==> config.mk <==
export PLATFORM = sky130hd
export DESIGN_NAME = bram_port_arbiter
export DESIGN_NICKNAME = d
export VERILOG_FILES = /design/src/rtl/bram_port_arbiter.sv
export SDC_FILE = /design/constraint.sdc
export NUM_CORES = 1
export LEC_CHECK = 0
export CORE_AREA = 4 4 117 119
export DETAILED_ROUTE_END_ITERATION = 7
export DIE_AREA = 0 0 121 123
export GPL_TIMING_DRIVEN = 1
export PLACE_DENSITY = 0.87
export REMOVE_ABC_BUFFERS = 1
export SYNTH_ARGS = -nofsm -noshare
export SYNTH_HDL_FRONTEND = slang
export SYNTH_SLANG_ARGS = --single-unit
==> constraint.sdc <==
create_clock -name clk -period 2.2 [get_ports clk]
set_clock_uncertainty 0.2 [all_clocks]
set_input_delay 0.44 -clock clk [delete_from_list [all_inputs] [get_ports clk]]
set_output_delay 0.44 -clock clk [all_outputs]
set_load 0.01 [all_outputs]
==> src/rtl/bram_port_arbiter.sv <==
// Two-requester arbiter for a single BRAM port: round-robin with a per-grant burst limit.
// Define BRAM_ARB_FIXED_PRIO_EN to give requester 0 strict priority instead.
module bram_port_arbiter #(
    parameter int unsigned ADDR_W    = 32,
    parameter int unsigned DATA_W    = 32,
    parameter int unsigned MAX_BURST = 16
) (
    input  logic              clk,
    input  logic              rst,
    input  logic              rq0_req,
    input  logic [ADDR_W-1:0] rq0_addr,
    input  logic [3:0]        rq0_W_req,
    input  logic [DATA_W-1:0] rq0_W_data,
    output logic              rq0_gnt,
    output logic              rq0_R_valid,
    output logic [DATA_W-1:0] rq0_R_data,
    input  logic              rq1_req,
    input  logic [ADDR_W-1:0] rq1_addr,
    input  logic [3:0]        rq1_W_req,
    input  logic [DATA_W-1:0] rq1_W_data,
    output logic              rq1_gnt,
    output logic              rq1_R_valid,
    output logic [DATA_W-1:0] rq1_R_data,
    output logic              m_en,
    output logic [ADDR_W-1:0] m_addr,
    output logic [3:0]        m_W_req,
    output logic [DATA_W-1:0] m_W_data,
    input  logic [DATA_W-1:0] m_R_data
);

    typedef enum logic [1:0] {StIdle, StGnt0, StGnt1} state_e;

    localparam logic [7:0] MaxCnt = 8'(MAX_BURST);

    state_e            state_q, state_d;
    logic [7:0]        burst_cnt_q, burst_cnt_d;
    logic              rd_pend_q, rd_pend_d;
    logic              rd_owner_q, rd_owner_d;
    logic [DATA_W-1:0] rdata0_q, rdata0_d;
    logic [DATA_W-1:0] rdata1_q, rdata1_d;
    logic              acc0, acc1;
    logic [7:0]        cnt_inc;
`ifndef BRAM_ARB_FIXED_PRIO_EN
    logic              ptr_q, ptr_d;       // last owner to release the port
    logic              served_q, served_d; // no owner yet since reset: requester 0 first
`endif

    assign rq0_gnt = (state_q == StGnt0);
    assign rq1_gnt = (state_q == StGnt1);
    assign acc0    = rq0_gnt & rq0_req;
    assign acc1    = rq1_gnt & rq1_req;
    assign cnt_inc = (burst_cnt_q >= MaxCnt) ? MaxCnt : burst_cnt_q + 8'd1;

    always_comb begin
        m_en     = 1'b0;
        m_addr   = '0;
        m_W_req  = '0;
        m_W_data = '0;
        if (acc0) begin
            m_en     = 1'b1;
            m_addr   = rq0_addr;
            m_W_req  = rq0_W_req;
            m_W_data = rq0_W_data;
        end else if (acc1) begin
            m_en     = 1'b1;
            m_addr   = rq1_addr;
            m_W_req  = rq1_W_req;
            m_W_data = rq1_W_data;
        end
    end

    always_comb begin
        state_d = state_q;
        unique case (state_q)
            StIdle: begin
                if (rq0_req && rq1_req) begin
`ifdef BRAM_ARB_FIXED_PRIO_EN
                    state_d = StGnt0;
`else
                    state_d = (served_q && !ptr_q) ? StGnt1 : StGnt0;
`endif
                end else if (rq0_req) begin
                    state_d = StGnt0;
                end else if (rq1_req) begin
                    state_d = StGnt1;
                end
            end
            StGnt0: begin
                if (!rq0_req) begin
                    state_d = rq1_req ? StGnt1 : StIdle;
                end
`ifndef BRAM_ARB_FIXED_PRIO_EN
                else if (cnt_inc == MaxCnt && rq1_req) begin
                    state_d = StGnt1;
                end
`endif
            end
            StGnt1: begin
                if (!rq1_req) begin
                    state_d = rq0_req ? StGnt0 : StIdle;
                end
`ifdef BRAM_ARB_FIXED_PRIO_EN
                else if (rq0_req) begin
                    state_d = StGnt0;
                end
`else
                else if (cnt_inc == MaxCnt && rq0_req) begin
                    state_d = StGnt0;
                end
`endif
            end
            default: state_d = StIdle;
        endcase
    end

    always_comb begin
        if (state_d != state_q) begin
            burst_cnt_d = 8'd0;
        end else if (acc0 || acc1) begin
            burst_cnt_d = cnt_inc;
        end else begin
            burst_cnt_d = burst_cnt_q;
        end
    end

`ifndef BRAM_ARB_FIXED_PRIO_EN
    always_comb begin
        ptr_d    = ptr_q;
        served_d = served_q;
        if (state_q == StGnt0 && state_d != StGnt0) begin
            ptr_d    = 1'b0;
            served_d = 1'b1;
        end else if (state_q == StGnt1 && state_d != StGnt1) begin
            ptr_d    = 1'b1;
            served_d = 1'b1;
        end
    end
`endif

    // Owner tag is captured with the read, so data returning after a handover still
    // reaches the requester that issued it.
    assign rd_pend_d   = (acc0 && rq0_W_req == 4'b0000) || (acc1 && rq1_W_req == 4'b0000);
    assign rd_owner_d  = acc1;
    assign rq0_R_valid = rd_pend_q & ~rd_owner_q;
    assign rq1_R_valid = rd_pend_q & rd_owner_q;
    assign rq0_R_data  = rq0_R_valid ? m_R_data : rdata0_q;
    assign rq1_R_data  = rq1_R_valid ? m_R_data : rdata1_q;
    assign rdata0_d    = rq0_R_data;
    assign rdata1_d    = rq1_R_data;

    always_ff @(posedge clk or negedge rst) begin
        if (!rst) begin
            state_q     <= StIdle;
            burst_cnt_q <= 8'd0;
            rd_pend_q   <= 1'b0;
            rd_owner_q  <= 1'b0;
            rdata0_q    <= '0;
            rdata1_q    <= '0;
        end else begin
            state_q     <= state_d;
            burst_cnt_q <= burst_cnt_d;
            rd_pend_q   <= rd_pend_d;
            rd_owner_q  <= rd_owner_d;
            rdata0_q    <= rdata0_d;
            rdata1_q    <= rdata1_d;
        end
    end

`ifndef BRAM_ARB_FIXED_PRIO_EN
    always_ff @(posedge clk or negedge rst) begin
        if (!rst) begin
            ptr_q    <= 1'b0;
            served_q <= 1'b0;
        end else begin
            ptr_q    <= ptr_d;
            served_q <= served_d;
        end
    end
`endif

endmodule

==> flow_summary.toml, run 1 <==
[status]
status = "finished, violations left"
violations = "setup timing"

[drt]
routedWlPerCell_um = 25.6
vias_per_cell = 5.15
drt_iter0_markers = 215
ant_nets = 0
vias = 4531
first_pass_iters = 5
routed_wirelength_um = 22600
route.detailed.drc = 0

[timing]
slew_headroom_pct = 63.2
fmax_mhz = 411
slew_violations = 0
rsz0062_at_grt = "yes"
tightest_slew_ps = 547
fin_ws_ps = -232
finalHoldViolCount = 0
min_period_ps = 2430
whs_ps = 261
period_share_pct = 111
tns_ps = -18330
setup_viol = 134

[floorplanning]
fp.dieW_um = 121
die_area_um2 = 14900
fp.dieH_um = 123
core_area_um2 = 12600
ios = 309
row_count = 41
floorplan.initialDensity_pct = 30.5

[clock_tree]
cts_tree = "built"
cts.sinks = 78
clk_latency_ps = 330
cts_root_buf = "clkbuf_16"
htree_levels = 3
cts_buffer_depth = 2
cts.clk_slew.worst_paths_ps = 70
cts_made_buffers = 9

[global_routing]
grt_pass1_vias = 4568
grt_antenna_before_repair = 1
grt_usage_pct = 25.5
gr-total-overflow = 0
grt_pass1_wl_um = 28000
grt_max_degree = 43

[power_and_ir_drop]
clkPwrFrac_pct = 26.8
total_power_uw = 5810
seq_power_share_pct = 30.8
switching_share_pct = 29.2
ir_drop_uv = 389
power_switching_uw = 1700
powerDensity_nw_per_um2 = 659
leakage_uw = 0.00431
p_int_uw = 4110
comb_power_share_pct = 42.4

[logic_synthesis]
async_flop_share_pct = 100
synth_cell_types = 38
synth-seq-cells = 78
synth_edf_count = 0
synth_seq_area_share_pct = 50.9
ys_warn_count = 0
synth_area_per_cell_um2 = 12.3
synth-main-ff-cell = "dfrtp_1"
synth_area_um2 = 3840
synthCells = 311

[worst_setup_path]
crit_start = "rd_pend_q"
path_depth = 7
reg2reg_from = "state_q[1]"
crit_path_max_incr_delay_ps = 420
reg2reg_depth = 9
rrSetupSlack_ps = -20
required_ps = 1560
startpoint_type = "register"
path_class = "register to output port"
cp_max_fo = 4
cp-endpoint = "rq1_R_data[12]"
cp-end-kind = "output port"
slowest_stage = "dfrtp_2"
crit_buf_inv = 5
arrival_ps = 1790
crit_family = "buffers and inverters"
crit_chain = "nand2_4, buf_12, buf_12, buf_16, buf_6, mux2_4, buf_6"
regToRegEndpoint = "burst_cnt_q[2]"

[layout]
instances_no_fill = 880
syn2layout_area_growth_pct = 130
layout-drive-gt1-share_pct = 47.8
final_cell_mix = "clkdlybuf4s50_1 (168), buf_6 (115), dfrtp_1 (77)"
nFillCells = 864
layout_commonest_cell = "clkdlybuf4s50_1"
nNetsFinal = 876

[place]
place_ws_ps = -693
dp_hpwl_um = 13900
gp_congestion = 0.871
numPortBuffers = 308
place_inst = 787

[hold_path]
hp-class = "register to register"

[job]
maxCapViolCount = 0
metrics by stage:
stage / cell area (um2) / util (%)
finish: 8820 / 70.2
global route: 8820 / 70.2
CTS: 8100 / 64.4
detailed placement: 7240 / 57.6
global placement: 7240 / 57.6
floorplan: 3730 / -
cell families (layout without fill, tap and decap cells):
group                      count (synthesis)  in the layout  share of synthesized area (%)
and+or+nand+nor                           39             39                           5.74
DFF                                       78             78                           50.9
AOI/OAI and AO/OA                         91             91                           19.7
adders and majority gates                  2              2                          0.652
buffers and inverters                     35            431                           3.72
other                                      0              1                              0
muxes                                     66             66                           19.3
worst register-to-register path, cell delays in order, from the launching register on:
cell,delay (ps)
dfrtp_1,400
buf_6,130
and3b_2,270
buf_12,140
buf_6,110
buf_6,120
nor2_4,50
buf_6,120
or4b_4,480
a22oi_2,150
cell type report:
cell class,count,area [um2],share of cell area [%]
well taps,172,215,2.44
diodes,1,2.50,0.0284
clock buffers,11,253,2.86
clock inverters,5,56.3,0.638
inverters,9,33.8,0.383
multi-input cells,198,2090,23.7
flip-flops and latches,78,1950,22.1
repair buffers,406,4220,47.8
per-layer routing:
metal  vias to the layer above  track usage, %  share of wire, %
li1                       1965               -                 -
met1                      2268            27.7                34
met2                       253            45.8                54
met3                        45            8.28               7.9
met4                         0            10.3               3.3
met5                         -               0                 0
repair_timing:
action,4_1_cts,5_1_grt
hold endpoints to repair,36,0
resized for setup,623,132
setup endpoints to repair,138,138
pin swaps,19,21
hold buffers,1,0
cloned,10,7
setup buffers,31,36
Yosys cell counts (2+ instances only):
cell type | instances | area share, %
a21oi_1 | 6 | 0.78
a22o_1 | 68 | 16
a22oi_1 | 4 | 0.78
and2_1 | 3 | 0.49
and3b_1 | 2 | 0.46
buf_1 | 3 | 0.29
buf_2 | 3 | 0.39
buf_4 | 2 | 0.39
clkbuf_1 | 18 | 1.8
dfrtp_1 | 78 | 51
ha_1 | 2 | 0.65
inv_1 | 9 | 0.88
mux2_2 | 64 | 19
mux2i_1 | 2 | 0.52
nand2_1 | 12 | 1.2
nand3_1 | 2 | 0.26
nor2_1 | 5 | 0.49
nor2b_1 | 3 | 0.49
nor4_1 | 3 | 0.49
o21ai_0 | 4 | 0.52
worst min path at each step:
stage	from	to	slack, ps	cells past startpoint
after floorplan	rst	burst_cnt_q[0]	-60	0
after global placement	rst	rdata1_q[31]	210	1
after detailed placement	rst	rdata1_q[31]	230	1
after CTS	served_q	served_q	260	1
after global routing	served_q	served_q	290	1
final	served_q	served_q	260	1
state kept, by name, summed over array words and instances (netlist names):
| name | count |
|---|---|
| served_q | 1 |
| rdata0_q | 32 |
| rd_owner_q | 1 |
| ptr_q | 1 |
| state_q | 2 |
| burst_cnt_q | 8 |
| rd_pend_q | 1 |
| rdata1_q | 32 |
power by group through the flow:
stage	combinational [uW]	clock (uW)	sequential, uW
2_1_floorplan	678	0	1750
5_1_grt	2570	1640	1800
4_1_cts	2060	1550	1770
3_3_place_gp	1880	0	1760
3_5_place_dp	1920	0	1780
6_report	2460	1560	1790
(Power assumes the default switching activity.)
==> inputs of run 2 (changes only) <==
Settings changed: RECOVER_POWER set to 50.
==> run 2 against run 1 <==
Compared with the run above: the flow still finishes with violations (setup timing); first-iteration DRC count stayed put; global-route usage unchanged; final area barely moved; flip-flop and latch count did not move; sequential power about the same; critical path depth stayed put; fmax about the same; final cell count unchanged; clock power barely moved; register-to-register slack about the same; non-clock buffer count unchanged; largest cell class unchanged.
==> flow_summary.toml, run 2 (same netlist as run 1, synthesis figures left out) <==
[status]
status = "finished, violations left"
violations = "setup timing"

[hold_path]
hold_depth = 1
whs_endpoint = "served_q"
min_from = "served_q"
hp-class = "register to register"

[drt]
vias_per_cell = 5.15
drt_iter0_markers = 215
ant_nets = 0
routedWlPerCell_um = 25.6
first_pass_iters = 5
routed_wirelength_um = 22600
vias = 4535
route.detailed.drc = 0

[timing]
finalHoldViolCount = 0
tns_ps = -18340
rsz0062_at_grt = "yes"
tightest_slew_ps = 953
slew_headroom_pct = 36.4
fmax_mhz = 411
whs_ps = 261
setup_viol = 134
fin_ws_ps = -232
min_period_ps = 2430
period_share_pct = 111
slew_violations = 0

[power_and_ir_drop]
clkPwrFrac_pct = 26.8
ir_drop_uv = 388
seq_power_share_pct = 30.8
switching_share_pct = 29.2
leakage_uw = 0.00431
power_switching_uw = 1700
comb_power_share_pct = 42.4
powerDensity_nw_per_um2 = 659
p_int_uw = 4110

[floorplanning]
ios = 309
row_count = 41
core_area_um2 = 12600
fp.dieH_um = 123
die_area_um2 = 14900
floorplan.initialDensity_pct = 30.5
fp.dieW_um = 121

[worst_setup_path]
startpoint_type = "register"
path_class = "register to output port"
cp_max_fo = 4
rrSetupSlack_ps = -20
reg2reg_depth = 9
reg2reg_from = "state_q[1]"
arrival_ps = 1790
cp-end-kind = "output port"
regToRegEndpoint = "burst_cnt_q[2]"
required_ps = 1560

[place]
place_ws_ps = -693
gp_congestion = 0.871
placed_cell_area_um2 = 7240
place_inst = 787
dp_hpwl_um = 13900
numPortBuffers = 308

[global_routing]
grt_max_degree = 43
gr-total-overflow = 0
grt_antenna_before_repair = 1
grt_usage_pct = 25.5
grt_pass1_wl_um = 28000
grt_pass1_vias = 4568

[clock_tree]
cts_made_buffers = 9
htree_levels = 3
clk_latency_ps = 330
cts.clk_slew.worst_paths_ps = 70
cts_root_buf = "clkbuf_16"
cts.sinks = 78
cts_buffer_depth = 2
cts_tree = "built"

[layout]
final_cell_mix = "clkdlybuf4s50_1 (168), buf_6 (115), dfrtp_1 (77)"
reg_top3 = "rdata0_q (32), rdata1_q (32), burst_cnt_q (8)"
instances_no_fill = 880
layout_commonest_cell = "clkdlybuf4s50_1"
syn2layout_area_growth_pct = 130
final_area_um2 = 8820
nNetsFinal = 876
nFillCells = 865
layout-drive-gt1-share_pct = 47.8

[job]
maxCapViolCount = 0
-- run 2: per-layer routing --
| layer | vias up | GRT usage, % | part of all wire, % |
|---|---|---|---|
| li1 | 1964 | - | - |
| met1 | 2277 | 27.7 | 35 |
| met2 | 249 | 45.8 | 54 |
| met3 | 45 | 8.28 | 7.7 |
| met4 | 0 | 10.3 | 3.3 |
| met5 | - | 0 | 0 |
-- run 2: how the worst max path moves through the flow --
stage          startpoint        endpoint  cells past startpoint
2_1_floorplan  state_q[0]  burst_cnt_q[2]                      4
3_3_place_gp      rq1_req      m_addr[17]                      5
3_5_place_dp      rq1_req      m_addr[17]                      5
4_1_cts        state_q[1]    m_W_data[29]                      7
5_1_grt         rd_pend_q  rq1_R_data[12]                      7
6_report        rd_pend_q  rq1_R_data[12]                      7
-- run 2: final cells by class --
| class | count | area (um2) | area share [%] |
|---|---|---|---|
| timing repair buffer | 406 | 4220 | 47.8 |
| multi-input combinational | 198 | 2090 | 23.7 |
| sequential | 78 | 1950 | 22.1 |
| clock buffer | 11 | 253 | 2.87 |
| tap | 172 | 215 | 2.44 |
| clock inverter | 5 | 56.3 | 0.638 |
| inverter | 9 | 33.8 | 0.383 |
| antenna | 1 | 2.50 | 0.0284 |
-- run 2: per-stage QoR --
stage	util [%]	total power [uW]
after floorplan	-	2430
after global placement	57.6	3640
after detailed placement	57.6	3700
after CTS	64.4	5380
after global routing	70.2	6020
final	70.2	5810
-- run 2: timing repair --
item                                    in CTS  in global routing
setup buffers                               31                 36
hold endpoints to repair                    36                  0
cloned                                      10                  7
hold buffers                                 1                  0
endpoints found under the setup margin     138                138
pin swaps                                   19                 21
gates resized for setup                    623                132
-- run 2: power groups by stage --
stage / sequential [uW] / clock, uW / combinational, uW
floorplan: 1750 / 0 / 678
global placement: 1760 / 0 / 1880
detailed placement: 1780 / 0 / 1920
CTS: 1770 / 1550 / 2060
global route: 1800 / 1640 / 2570
finish: 1790 / 1560 / 2460
-- run 2: worst max-delay path, cell delays in order, from the launching register on --
cell,delay (ps)
dfrtp_2,420
nand2_4,90
buf_12,130
buf_12,120
buf_16,130
buf_6,110
mux2_4,310
buf_6,130
==> inputs of run 3 (changes only) <==
Settings changed: PLACE_DENSITY 0.87 to 0.74.
==> run 3 against run 2 <==
Compared with the run above: the run still ends with setup timing left; critical path type unchanged; sequential power about the same; critical endpoint is now m_W_data[16]; clock power is 15% lower; routed wire length down 4.6%; hold slack improved by 34 ps.
==> flow_summary.toml, run 3 (same netlist as run 1, synthesis figures left out) <==
[clock_tree]
cts_tree = "built"
cts.clk_slew.worst_paths_ps = 60
htree_levels = 3
cts_root_buf = "clkbuf_16"
cts.sinks = 78
cts_buffer_depth = 2
clk_latency_ps = 330
cts_made_buffers = 9

[layout]
syn2layout_area_growth_pct = 130
layout_commonest_cell = "clkdlybuf4s50_1"
fin_util_pct = 70.3
instances_no_fill = 888
nFillCells = 910
nNetsFinal = 884
reg_top3 = "rdata0_q (32), rdata1_q (32), burst_cnt_q (8)"
final_cell_mix = "clkdlybuf4s50_1 (168), buf_6 (128), dfrtp_1 (78)"
layout-drive-gt1-share_pct = 47.9

[worst_setup_path]
required_ps = 1560
cp_max_fo = 12
arrival_ps = 1810
cp-end-kind = "output port"
startpoint_type = "register"
path_class = "register to output port"
rrSetupSlack_ps = 80

[status]
violations = "setup timing"
status = "finished, violations left"

[job]
maxCapViolCount = 0

[drt]
drt_iter0_markers = 241
routed_wirelength_um = 21500
ant_nets = 0
first_pass_iters = 6
vias = 4524
route.detailed.drc = 0
routedWlPerCell_um = 24.2
vias_per_cell = 5.09

[global_routing]
grt_pass1_vias = 4773
gr-total-overflow = 0
grt_pass1_wl_um = 28800
grt_max_degree = 35
grt_antenna_before_repair = 2
grt_usage_pct = 25.8

[timing]
slew_violations = 0
min_period_ps = 2450
tightest_slew_ps = 806
fin_ws_ps = -254
fmax_mhz = 407
slew_headroom_pct = 46.2
finalHoldViolCount = 0
rsz0062_at_grt = "yes"
tns_ps = -17780
setup_viol = 123
period_share_pct = 112

[place]
gp_congestion = 0.924
numPortBuffers = 308
dp_hpwl_um = 14400
place_inst = 791

[power_and_ir_drop]
powerDensity_nw_per_um2 = 621
ir_drop_uv = 332
leakage_uw = 0.00432

[floorplanning]
ios = 309
fp.dieW_um = 121
die_area_um2 = 14900
floorplan.initialDensity_pct = 30.5
row_count = 41
core_area_um2 = 12600
fp.dieH_um = 123

[hold_path]
hp-class = "register to register"
## run 3: changes by cell type in the layout (fill, tap and decap cells not counted), sizes merged
cell / previous run / this run
clkbuf: 21 / 26
clkinv: 2 / 4
clkinvlp: 1 / 0
inv: 10 / 9
diode: 1 / 2
bufinv: 1 / 0
buf: 223 / 226
## run 3: what timing repair did
action                                 4_1_cts  5_1_grt
hold buffers                                 1        0
setup buffers                               31       43
setup endpoints to repair                  138      134
gates resized for setup                    582      178
gates cloned                                10        6
pin swaps                                   46       20
endpoints found under the hold margin       31        0
## run 3: critical path, cell delays in order (launching register included)
cell	delay, ps
dfrtp_1	400
and3b_2	280
buf_4	160
buf_6	120
clkbuf_16	160
a22o_1	230
buf_2	140
## run 3: final timing paths
path	startpoint	to	depth (start not counted)
max in group asynchronous	rst	rdata0_q[12]	3
setup reg to reg	state_q[0]	burst_cnt_q[2]	7
setup / recovery	state_q[1]	m_W_data[16]	6
min in group asynchronous	rst	rdata1_q[15]	2
hold / removal	rdata1_q[12]	rdata1_q[12]	1
hold reg to reg	rdata1_q[12]	rdata1_q[12]	1
## run 3: final cells by class
type	count	area [um2]	area share (%)
antenna	2	5.00	0.0567
clock buffer	11	243	2.75
clock inverter	4	23.8	0.269
inverter	9	33.8	0.383
multi-input combinational	198	2080	23.6
sequential	78	1950	22.1
tap	172	215	2.44
timing repair buffer	414	4270	48.4
## run 3: layer usage
layer	GRT usage [%]	vias to the layer above	wire, um
met5	0	-	0
met4	9.92	0	823
met3	6.45	48	1500
met2	48.1	235	11600
met1	28.3	2256	7560
li1	-	1985	-
## run 3: power breakdown
part           switching (uW)  internal (uW)
combinational             926           1460
sequential               85.8           1680
clock                     544            784
total                    1560           3920
## run 3: metrics by stage
step / power [uW] / setup WS, ps / area (um2) / hold slack [ps]
floorplan: 2430 / -871 / 3730 / -55.6
global placement: 3660 / -686 / 7270 / 207
detailed placement: 3700 / -680 / 7270 / 210
CTS: 5090 / -236 / 8120 / 294
global route: 5700 / -290 / 8830 / 307
finish: 5480 / -254 / 8830 / 295
